`src/rtl/vga_fb_arbiter.sv`:
```
// Frame-buffer port arbiter: the scan-out reader always wins; the two pixel writers
// share the leftover cycles round-robin, and a saturating counter flags writer starvation.
module vga_fb_arbiter #(
    parameter int ADDR_W   = 15,
    parameter int DATA_W   = 12,
    parameter int MAX_WAIT = 255
) (
    input  logic              clk,
    input  logic              rst,
    input  logic              rd_req,
    input  logic [ADDR_W-1:0] rd_addr,
    output logic [DATA_W-1:0] rd_data,
    output logic              rd_valid,
    input  logic              wr0_req,
    input  logic [ADDR_W-1:0] wr0_addr,
    input  logic [DATA_W-1:0] wr0_data,
    output logic              wr0_ack,
    input  logic              wr1_req,
    input  logic [ADDR_W-1:0] wr1_addr,
    input  logic [DATA_W-1:0] wr1_data,
    output logic              wr1_ack,
    output logic [ADDR_W-1:0] mem_addr,
    output logic [DATA_W-1:0] mem_wdata,
    output logic              mem_we,
    input  logic [DATA_W-1:0] mem_rdata,
    output logic              starve
);

    localparam int CNT_W = $clog2(MAX_WAIT + 1);
    localparam logic [CNT_W-1:0] WAIT_MAX = CNT_W'(MAX_WAIT);

    logic             wr0_gnt;
    logic             wr1_gnt;
    logic             rr_ptr;
    logic [CNT_W-1:0] wait_cnt;
    logic [CNT_W-1:0] wait_nxt;
    logic             vld_p0;
    logic             vld_p1;

    function automatic logic [CNT_W-1:0] sat_inc(input logic [CNT_W-1:0] v);
        return (v == WAIT_MAX) ? v : v + 1'b1;
    endfunction

    always_comb begin
        wr0_gnt  = 1'b0;
        wr1_gnt  = 1'b0;
        wait_nxt = wait_cnt;
        if (!rd_req) begin
            // When both writers ask, rr_ptr picks; otherwise the lone requester wins.
            wr0_gnt = wr0_req && (!wr1_req || !rr_ptr);
            wr1_gnt = wr1_req && (!wr0_req ||  rr_ptr);
        end
        if (wr0_gnt || wr1_gnt)
            wait_nxt = '0;
        else if (wr0_req || wr1_req)
            wait_nxt = sat_inc(wait_cnt);
    end

    // Stage p0: grant registered onto the RAM port
    always_ff @(posedge clk) begin
        if (!rst) begin
            mem_addr  <= '0;
            mem_wdata <= '0;
            mem_we    <= 1'b0;
            wr0_ack   <= 1'b0;
            wr1_ack   <= 1'b0;
            rr_ptr    <= 1'b0;
            wait_cnt  <= '0;
            starve    <= 1'b0;
            vld_p0    <= 1'b0;
        end else begin
            wr0_ack  <= wr0_gnt;
            wr1_ack  <= wr1_gnt;
            mem_we   <= wr0_gnt || wr1_gnt;
            wait_cnt <= wait_nxt;
            starve   <= (wait_nxt == WAIT_MAX);
            vld_p0   <= rd_req;
            if (rd_req) begin
                mem_addr <= rd_addr;
            end else if (wr0_gnt) begin
                mem_addr  <= wr0_addr;
                mem_wdata <= wr0_data;
                rr_ptr    <= 1'b1;
            end else if (wr1_gnt) begin
                mem_addr  <= wr1_addr;
                mem_wdata <= wr1_data;
                rr_ptr    <= 1'b0;
            end
        end
    end

    // Stage p1: RAM registers its read data; stage p2: pixel captured for scan-out
    always_ff @(posedge clk) begin
        if (!rst) begin
            vld_p1   <= 1'b0;
            rd_valid <= 1'b0;
            rd_data  <= '0;
        end else begin
            vld_p1   <= vld_p0;
            rd_valid <= vld_p1;
            if (vld_p1)
                rd_data <= mem_rdata;
        end
    end

endmodule
```
`config.mk`:
```
export PLATFORM = sky130hd
export DESIGN_NAME = vga_fb_arbiter
export DESIGN_NICKNAME = d
export VERILOG_FILES = /design/src/rtl/vga_fb_arbiter.sv
export SDC_FILE = /design/constraint.sdc
export NUM_CORES = 1
export LEC_CHECK = 0
export BUFFER_PORTS_ARGS = -buffer_cell sky130_fd_sc_hd__buf_2
export CORE_MARGIN = 1
export CORE_UTILIZATION = 48
export DETAILED_ROUTE_END_ITERATION = 7
export PLACE_DENSITY = 0.93
export REMOVE_ABC_BUFFERS = 1
export SLEW_MARGIN = 15
export SYNTH_ARGS = -nofsm -noshare
export SYNTH_HDL_FRONTEND = slang
export SYNTH_SLANG_ARGS = --single-unit
```
`constraint.sdc`:
```
create_clock -name clk -period 2.77 [get_ports clk]
set_input_delay 0.277 -clock clk [delete_from_list [all_inputs] [get_ports clk]]
set_output_delay 0.277 -clock clk [all_outputs]
set_load 0.05 [all_outputs]
```
==> impl_metrics.tcl <==
set metrics [dict create \
    drv_slew 0 \
    power_uw 1678 \
    reg2reg_slack_ns 0.91 \
    routed_via_density 5.354 \
    h-tree-depth 2 \
    die_width_um 73.39 \
    drt_iter0_drc 113 \
    r2r-start "wait_cnt[0]$_SDFF_PN0_" \
    grt_first_pass_wirelength_mm 9.121 \
    reg2reg_depth 5 \
    syn_area_per_cell_um2 9.593 \
    place_inst 436 \
    fmax_mhz 537.7 \
    clk_pin_slew_ns 0.10 \
    clock_latency_ns 0.30 \
    seqPwrFrac 0.511 \
    yosysWarnings 0 \
    clockPowerShare 0.264 \
    num_vias 2377 \
    layout_min_cycle_time_ns 1.860 \
    crit_path_max_incr_delay_ns 0.52 \
    ys_types 38 \
    fin_worst_skew_ns 0.005859 \
    synth_seq_cells 55 \
    ctsHoldBuffers 0 \
    worstHoldStart "rd_addr[7]" \
    cts_tree "built" \
    post-cts-setup-buffer-count 0 \
    syn_inst 255 \
    routabilityCongestion 0.8547 \
    crit_required_ns 2.99 \
    rsz0062_at_grt "false" \
    slew_headroom 0.5412 \
    reg2reg_to "starve$_SDFF_PN0_" \
    die-area_mm2 0.005385 \
    p_int_uw 1148 \
    status "complete, no violations" \
    period_share 0.6714 \
    fp-row-count 25 \
    grt_overflow_total 0 \
    drtPass1Iterations 4 \
    cts_root_buffer "clkbuf_8" \
    cts-resized-gates 0 \
    hold_class "in -> reg" \
    setup_violations 0 \
    switchingPower_uw 529.9 \
    critPathMaxFanout 7 \
    layout_commonest_cell "buf_2" \
    worst_pin_slew_ns 0.6873 \
    port_buffers 129 \
    clock_sinks 55 \
    synth_ff_type "dfxtp_1" \
    hold-path-endpoint "mem_addr[7]$_SDFFE_PN0P_" \
    drive_gt1_frac 0.4191 \
    clockBufferDepth 2 \
    drv_cap 0 \
    criticalPathCategory "reg -> reg" \
    leakage_uw 0.001565 \
    syn_to_final_growth_pct 30.84 \
    numCtsBuffers 5 \
    dpl_cell_area_mm2 0.003109 \
    hold_depth 2 \
    dp_hpwl_mm 4.322 \
    fin_setup_tns_ns 0 \
    synth-edff-count 0 \
    hold_slack_ns 0.1986 \
    finalHoldViolCount 0 \
    netlist_area_mm2 0.002446 \
    grt_usage 0.2157 \
    stdcell_area_mm2 0.003201 \
    final_cells 444 \
    floorplan.initialDensity 0.5078 \
    cp_slowest_cell "or4b_1" \
    critPathCaptureType "flop" \
    postRouteAntennaNets 0 \
    powerDensity_mw_per_mm2 524.1 \
    critPathArrivalTime_ns 2.08 \
    async_reset_ff_frac 0 \
    dieHeight_um 73.39 \
    first_global_vias 2182 \
    antenna_found_initial 0 \
    most-common-layout-cells "buf_2 (129), dfxtp_1 (55), mux2i_1 (40)" \
    seq_area_frac_synth 0.4501 \
    drc 0 \
    diodes 0 \
    grt_max_degree 34 \
    swShare 0.3159 \
    top_level_ports 130 \
    comb_power_share 0.225 \
    path_cells "ha_1 -> and4_1 -> a22oi_1 -> or4b_1 -> nor4b_2" \
    start_kind "flop" \
    core_area_mm2 0.004817 \
    ir_drop_mv 0.3220 \
    nets 463 \
    wl_per_cell_um 13.03 \
    drt_wl_total_mm 5.784 \
]
power by group through the flow:
stage               Combinational (uW)  Clock [uW]  Sequential, uW
finish                             378         443             857
CTS                                380         456             857
detailed placement                 380           0             876
floorplan                          112           0            1010
global route                       406         485             862
global placement                   371           0             873
cell usage after synthesis, types with 3 or more instances:
cell      count  area share
a211oi_1     15       0.046
a21oi_1       5       0.010
a31o_2       15       0.054
and2_1        4       0.010
and3_1        3      0.0077
buf_2         5       0.010
clkbuf_1      9       0.014
dfxtp_1      55        0.45
inv_1         3      0.0046
mux2i_1      40        0.16
nand2_1      14       0.021
nand4_1       4       0.010
nor2_1       33       0.051
o21ai_0      14       0.029
xor2_1        4       0.014
final cells by class:
type	instances	area [um2]
clock buffers	5	68.82
clock inverters	3	22.52
fillers	430	1617
inverters	3	11.26
multi-input cells	178	1237
flip-flops and latches	55	1101
well taps	67	83.83
repair buffers	133	675.6
stage by stage:
step / worst slack (ns) / utilization
6_report: 0.9101 / 0.6644
2_1_floorplan: 0.1534 / -
5_1_grt: 0.8043 / 0.6644
3_5_place_dp: 0.9404 / 0.6455
4_1_cts: 0.9250 / 0.6644
3_3_place_gp: 1.005 / 0.6455
logic make-up (layout without fill, tap and decap cells):
family,Yosys count,count (layout),share of synthesized area
and+or+nand+nor,70,70,0.1371
muxes,40,40,0.1637
DFF,55,55,0.4501
adders and majority gates,1,1,0.005114
buffers and inverters,22,144,0.04552
xor gates and xnor gates,4,4,0.01432
AOI/OAI and AO/OA,63,63,0.1841
how the worst max path moves through the flow:
stage	from	endpoint
final	wait_cnt[0]$_SDFF_PN0_	starve$_SDFF_PN0_
after global routing	wait_cnt[0]$_SDFF_PN0_	starve$_SDFF_PN0_
after CTS	wait_cnt[0]$_SDFF_PN0_	starve$_SDFF_PN0_
after detailed placement	rst	starve$_SDFF_PN0_
after global placement	wait_cnt[0]$_SDFF_PN0_	starve$_SDFF_PN0_
after floorplan	wr0_req	mem_wdata[0]$_SDFFE_PN0P_
registers in the layout, indices dropped and copies added (netlist names):
signal     count
mem_addr      15
mem_wdata     12
rd_data       12
wait_cnt       8
mem_we         1
rd_valid       1
rr_ptr         1
starve         1
vld_p0         1
vld_p1         1
wr0_ack        1
wr1_ack        1
worst max-delay path: cells and delay by family (launching register included):
kind	cells	cell delay, ns
flops	1	0.39
simple gates	3	1.00
compound gates	1	0.07
fa+ha+maj	1	0.30
metal layers:
| layer | share of wire | global-route usage | wire [um] | up-vias |
|---|---|---|---|---|
| met1 | 0.40 | 0.2406 | 2336 | 1088 |
| li1 | - | - | - | 1169 |
| met5 | 0 | 0 | 0 | - |
| met2 | 0.51 | 0.4012 | 2961 | 111 |
| met3 | 0.071 | 0.04252 | 410 | 9 |
| met4 | 0.013 | 0.08333 | 75 | 0 |
Power figures use the tool's default switching activity.
